[config.mk]
export PLATFORM = sky130hd
export DESIGN_NAME = muldiv_unit
export DESIGN_NICKNAME = d
export VERILOG_FILES = /design/src/rtl/muldiv_pkg.sv /design/src/rtl/muldiv_unit_div_step.sv /design/src/rtl/muldiv_unit.sv
export SDC_FILE = /design/constraint.sdc
export NUM_CORES = 2
export LEC_CHECK = 0
export BUFFER_PORTS_ARGS = -buffer_cell sky130_fd_sc_hd__clkbuf_2
export CORE_MARGIN = 3
export CORE_UTILIZATION = 30
export CTS_CLUSTER_SIZE = 24
export DETAILED_ROUTE_END_ITERATION = 7
export SYNTH_ARGS = -nofsm -noshare
export SYNTH_HDL_FRONTEND = slang
export SYNTH_HIERARCHICAL = 1
export SYNTH_SLANG_ARGS = --single-unit
[constraint.sdc]
create_clock -name clk -period 9.7 [get_ports clk]
set_clock_uncertainty 0.1 [all_clocks]
set_input_delay 0.485 -clock clk [delete_from_list [all_inputs] [get_ports clk]]
set_output_delay 0.485 -clock clk [all_outputs]
set_load 0.01 [all_outputs]
[src/rtl/muldiv_pkg.sv]
// ============================================================================
// muldiv_pkg : operation encodings, FSM states and constants for muldiv_unit
// Revision   : 1.0
// ============================================================================
`default_nettype none

package muldiv_pkg;

   localparam logic [1:0] OP_MULT  = 2'b00;
   localparam logic [1:0] OP_MULTU = 2'b01;
   localparam logic [1:0] OP_DIV   = 2'b10;
   localparam logic [1:0] OP_DIVU  = 2'b11;

   localparam int DIV_ITERS = 32;

   typedef enum logic [1:0] {
      ST_IDLE = 2'd0,
      ST_DIV  = 2'd1,
      ST_FIX  = 2'd2,
      ST_DONE = 2'd3
   } state_t;

endpackage

`default_nettype wire

[src/rtl/muldiv_unit_div_step.sv]
// ============================================================================
// div_step : one combinational restoring-division iteration (32-bit)
// Revision : 1.0
// ============================================================================
`default_nettype none

module div_step (
   input  logic [31:0] rem_i,
   input  logic        dvd_bit_i,
   input  logic [31:0] divisor_i,
   output logic [31:0] rem_o,
   output logic        q_bit_o
);

   logic [32:0] w_shifted;
   logic        w_ge;
   logic [31:0] w_diff;

   assign w_shifted = {rem_i, dvd_bit_i};
   assign w_ge      = (w_shifted >= {1'b0, divisor_i});
   // When the trial subtract succeeds the true difference is below the divisor,
   // so the low 32 bits carry the whole result.
   assign w_diff    = w_shifted[31:0] - divisor_i;

   assign rem_o   = w_ge ? w_diff : w_shifted[31:0];
   assign q_bit_o = w_ge;

endmodule

`default_nettype wire

[src/rtl/muldiv_unit.sv]
// ============================================================================
// muldiv_unit : single-cycle MULT/MULTU, 32-step restoring DIV/DIVU for HI/LO.
// Optional macro MULDIV_EARLY_OUT_EN: skip iterations when |a| < |b|, b != 0.
// Revision    : 1.0
// ============================================================================
`default_nettype none

module muldiv_unit
   import muldiv_pkg::*;
(
   input  logic        clk,
   input  logic        rst,
   input  logic        start,
   input  logic [1:0]  op,
   input  logic [31:0] a,
   input  logic [31:0] b,
   input  logic        flush,
   output logic        busy,
   output logic        done,
   output logic [63:0] result,
   output logic [1:0]  hilo_we
);

   state_t      state_q;
   logic [4:0]  cnt_q;
   logic [31:0] rem_q;
   logic [31:0] quo_q;
   logic [31:0] dvs_q;
   logic        neg_quo_q;
   logic        neg_rem_q;
   logic        dz_q;
   logic        busy_q;
   logic        done_q;
   logic [1:0]  hilo_we_q;
   logic [63:0] result_q;

   logic        w_sgn;
   logic        w_is_div;
   logic [63:0] w_prod;
   logic [31:0] w_abs_a;
   logic [31:0] w_abs_b;
   logic [31:0] rem_d;
   logic        qbit_d;
   logic [31:0] w_quo_fix;
   logic [31:0] w_rem_fix;

   assign w_sgn    = (op == OP_MULT) || (op == OP_DIV);
   assign w_is_div = (op == OP_DIV)  || (op == OP_DIVU);

   // Product modulo 2^64 of the sign/zero-extended operands is the exact
   // 64-bit product for both signed and unsigned forms.
   assign w_prod = {{32{w_sgn & a[31]}}, a} * {{32{w_sgn & b[31]}}, b};

   assign w_abs_a = (w_sgn && a[31]) ? (32'd0 - a) : a;
   assign w_abs_b = (w_sgn && b[31]) ? (32'd0 - b) : b;

   div_step u_div_step (
      .rem_i     (rem_q),
      .dvd_bit_i (quo_q[31]),
      .divisor_i (dvs_q),
      .rem_o     (rem_d),
      .q_bit_o   (qbit_d)
   );

   assign w_quo_fix = dz_q      ? 32'hFFFF_FFFF :
                      neg_quo_q ? (32'd0 - quo_q) : quo_q;
   assign w_rem_fix = neg_rem_q ? (32'd0 - rem_q) : rem_q;

`ifdef MULDIV_EARLY_OUT_EN
   logic w_early;
   assign w_early = (b != 32'd0) && (w_abs_a < w_abs_b);
`endif

   always_ff @(posedge clk) begin
      if (rst) begin
         state_q   <= ST_IDLE;
         cnt_q     <= 5'd0;
         rem_q     <= 32'd0;
         quo_q     <= 32'd0;
         dvs_q     <= 32'd0;
         neg_quo_q <= 1'b0;
         neg_rem_q <= 1'b0;
         dz_q      <= 1'b0;
         busy_q    <= 1'b0;
         done_q    <= 1'b0;
         hilo_we_q <= 2'b00;
         result_q  <= 64'd0;
      end else if (flush) begin
         state_q   <= ST_IDLE;
         busy_q    <= 1'b0;
         done_q    <= 1'b0;
         hilo_we_q <= 2'b00;
      end else begin
         done_q    <= 1'b0;
         hilo_we_q <= 2'b00;
         case (state_q)
            ST_IDLE, ST_DONE: begin
               if (start && !w_is_div) begin
                  result_q  <= w_prod;
                  done_q    <= 1'b1;
                  hilo_we_q <= 2'b11;
                  busy_q    <= 1'b0;
                  state_q   <= ST_DONE;
               end else if (start) begin
                  rem_q     <= 32'd0;
                  quo_q     <= w_abs_a;
                  dvs_q     <= w_abs_b;
                  neg_quo_q <= w_sgn & (a[31] ^ b[31]);
                  neg_rem_q <= w_sgn & a[31];
                  dz_q      <= (b == 32'd0);
                  cnt_q     <= 5'd0;
                  busy_q    <= 1'b1;
`ifdef MULDIV_EARLY_OUT_EN
                  if (w_early) begin
                     rem_q   <= w_abs_a;
                     quo_q   <= 32'd0;
                     state_q <= ST_FIX;
                  end else begin
                     state_q <= ST_DIV;
                  end
`else
                  state_q   <= ST_DIV;
`endif
               end else begin
                  busy_q  <= 1'b0;
                  state_q <= ST_IDLE;
               end
            end
            ST_DIV: begin
               // Dividend shifts out of quo_q's MSB as quotient bits shift in.
               rem_q <= rem_d;
               quo_q <= {quo_q[30:0], qbit_d};
               cnt_q <= cnt_q + 5'd1;
               if (cnt_q == 5'(DIV_ITERS - 1)) begin
                  state_q <= ST_FIX;
               end
            end
            ST_FIX: begin
               result_q  <= {w_rem_fix, w_quo_fix};
               done_q    <= 1'b1;
               hilo_we_q <= 2'b11;
               busy_q    <= 1'b0;
               state_q   <= ST_DONE;
            end
            default: begin
               busy_q  <= 1'b0;
               state_q <= ST_IDLE;
            end
         endcase
      end
   end

   assign busy    = busy_q;
   assign done    = done_q;
   assign result  = result_q;
   assign hilo_we = hilo_we_q;

endmodule

`default_nettype wire

==> flow_metrics.py <==
metrics = {
    "status": {
        "status": "completed",
    },
    "placed_design": {
        "io_buffers": 137,
        "hpwlAfterDp_um": 133000,
        "gp_congestion": 0.913,
        "dp.cells": 7891,
    },
    "layout": {
        "regArea_um2": 3440,
        "final_core_util_pct": 32.4,
        "nFillCells": 17300,
        "syn_to_final_growth_pct": 7.03,
        "final-instance-count-excl-fill": 7929,
        "drive_above_1_share_pct": 6.37,
        "multi_input_area_um2": 40500,
        "layout.nets": 7171,
    },
    "logic_synthesis": {
        "synth_top_area_share_pct": 45.2,
        "syn_avg_cell_area_um2": 8.56,
        "synth_nets": 7278,
        "synth-seq-area-share_pct": 6.90,
        "ys_ff_latch": 172,
        "async_flop_share_pct": 0,
        "ys_top_cells_by_area": "fa_1, inv_1, nand2_1",
        "syn_inst": 5828,
        "yosys.cell_types.count": 86,
        "ys_warn_count": 6,
        "synth_ff_type": "dfxtp_1",
        "synth-edff-count": 0,
        "syn_area_um2": 49900,
        "yosysTopAreaCell": "fa_1",
    },
    "timing": {
        "max_freq_ghz": 0.113,
        "tightest_slew_ps": 1240,
        "slew_headroom_pct": 17.1,
        "grt_setup_unrepaired": "no",
        "post-route-period-util_pct": 91.4,
        "setup_tns_ps": 0,
        "period_minus_slack_ps": 8860,
        "slew_viol_final": 0,
        "setup_violations": 0,
        "fin_hold_ws_ps": 224,
        "finalHoldViolCount": 0,
    },
    "global_routing": {
        "grt_pass1_vias": 41600,
        "grt_max_degree": 93,
        "grt_pass1_wl_um": 253000,
        "grt_usage_pct": 19.3,
        "antenna_found_initial": 19,
        "grt-ovfl-total": 0,
    },
    "detailed_routing": {
        "drtPass1Iterations": 6,
        "drt_iter0_drc": 3298,
        "viasPerCell": 4.97,
        "post-route-drc-count": 0,
        "drt-wirelength-per-cell_um": 20.6,
        "ant_nets": 0,
        "routed_wl_um": 164000,
        "num_vias": 39400,
    },
    "run": {
        "maxCapViolCount": 0,
    },
    "floorplanning": {
        "die_y_um": 414,
        "die-area_um2": 171000,
        "start_util_pct": 30.2,
        "die_x_um": 414,
        "design.core.area_um2": 165000,
        "fp-row-count": 149,
        "io_pins": 138,
    },
    "worst_setup_path": {
        "arrival_ps": 9160,
        "max_stage_delay_ps": 570,
        "r2r-start": "rem_q[8]$_SDFFE_PP0P_",
        "cp_common_cell": "fa_1",
        "reg2reg_to": "rem_q[18]$_SDFFE_PP0P_",
        "path_max_fanout": 24,
        "worst_path_max_delay_cell": "or4_1",
        "ff2ff_setup_slack_ps": 5590,
        "worstPathRequired_ps": 9990,
        "crit_path_start_kind": "input pin",
        "rr_worst_depth": 12,
        "crit_path_end_kind": "register",
        "crit_type": "input pin to register",
    },
    "cts": {
        "holdBufCountCts": 0,
        "cts_buffers": 17,
        "cts_setup_buffers": 0,
        "path_clk_slew_ps": 70,
        "cts.path.max_buffers": 2,
        "clk_latency_ps": 470,
        "post_cts_resized": 0,
        "tritoncts": "done",
        "cts_sinks": 172,
        "root_buffer": "clkbuf_16",
        "cts_max_level": 4,
    },
    "hold_path": {
        "min-delay-start": "start",
        "hold_end": "state_q[1]$_SDFFE_PP0P_",
        "hold_depth": 3,
        "hold_class": "input pin to register",
    },
}
[worst max path at each step]
stage	from	end	slack, ps
CTS	b[2]	result[62]$_SDFFE_PP0P_	900
global placement	b[16]	result[42]$_SDFFE_PP0P_	360
finish	a[31]	result[58]$_SDFFE_PP0P_	840
floorplan	a[31]	result[58]$_SDFFE_PP0P_	590
detailed placement	b[2]	result[62]$_SDFFE_PP0P_	440
global route	a[31]	result[58]$_SDFFE_PP0P_	410
[kinds of logic (layout without fill, tap and decap cells)]
| family | Yosys count | after routing | share of synthesized area [%] |
|---|---|---|---|
| mux | 36 | 36 | 0.865 |
| other cells | 0 | 6 | 0 |
| xor+xnor | 215 | 215 | 3.78 |
| buf+inv | 1578 | 1484 | 12.0 |
| flops | 172 | 172 | 6.90 |
| fa+ha+maj | 1380 | 1380 | 51.6 |
| simple gates | 1748 | 1748 | 16.1 |
| compound gates | 699 | 699 | 8.83 |
[synthesized netlist by cell type (all sizes together) (7+ instances only)]
master,count
mux2,30
ha,254
xor2,75
nor2b,11
buf,59
fa,1126
nor3b,9
o31ai,35
o211ai,18
o21ai,149
a21boi,7
inv,1193
o21a,10
nand2,1004
nor3,32
xnor2,140
or4,21
nand3,28
or3,25
o41ai,21
nand4,18
a31oi,28
and3,13
nand2b,15
o221ai,33
and2,359
a211oi,44
nor4,14
o21bai,18
clkbuf,325
dfxtp,172
a21oi,248
nor2,181
a21o,46
[sequential cells by signal, indices dropped and copies added (netlist names)]
| register | count |
|---|---|
| neg_quo_q | 1 |
| result | 64 |
| dvs_q | 32 |
| rem_q | 32 |
| dz_q | 1 |
| neg_rem_q | 1 |
| cnt_q | 5 |
| state_q | 2 |
| busy | 1 |
| quo_q | 32 |
| hilo_we | 1 |
[layout make-up]
cell class	instances	share of cell area (%)
clock inverters	15	0.281
well taps	2189	5.13
repair buffers	258	3.01
flip-flops and latches	172	6.45
clock buffers	17	0.797
multi-input cells	4078	75.9
inverters	1194	8.40
diodes	6	0.0281
[layer usage]
layer / vias up / global-route usage, % / part of all wire (%)
met3: 205 / 4.30 / 9.3
met1: 20200 / 26.6 / 43
met2: 1616 / 30.8 / 45
met5: - / 0 / 0.050
met4: 12 / 4.85 / 2.6
li1: 17300 / - / -
[cells in the final DEF, fill, tap and decap left out, drive strengths merged, types with 28 or more instances in the layout]
cell type and count:
buf 122, mux2 30, a21o 46, o221ai 33, nor3 32, xor2 75
dfxtp 172, ha 254, fa 1126, nand2 1004, and2 359, a211oi 44
a21oi 248, nor2 181, o31ai 35, a31oi 28, o21ai 149, clkbuf 153
xnor2 140, inv 1200, nand3 28
[through the flow]
| step | setup WS [ps] | area, um2 |
|---|---|---|
| 2_1_floorplan | 592 | 49900 |
| 3_3_place_gp | 356 | 52800 |
| 3_5_place_dp | 440 | 52800 |
| 4_1_cts | 903 | 53400 |
| 5_1_grt | 410 | 53400 |
| 6_report | 836 | 53400 |
[critical path: cells and delay by family]
kind | cells | cell delay (ps)
and+or+nand+nor | 5 | 1400
buffers and inverters | 10 | 1710
AOI/OAI and AO/OA | 5 | 770
muxes | 1 | 360
adders and majority gates | 9 | 4420
Power is left out: the tool's default activity adds up to more than one toggle a clock period on the data nets, which glitch-free logic cannot reach.
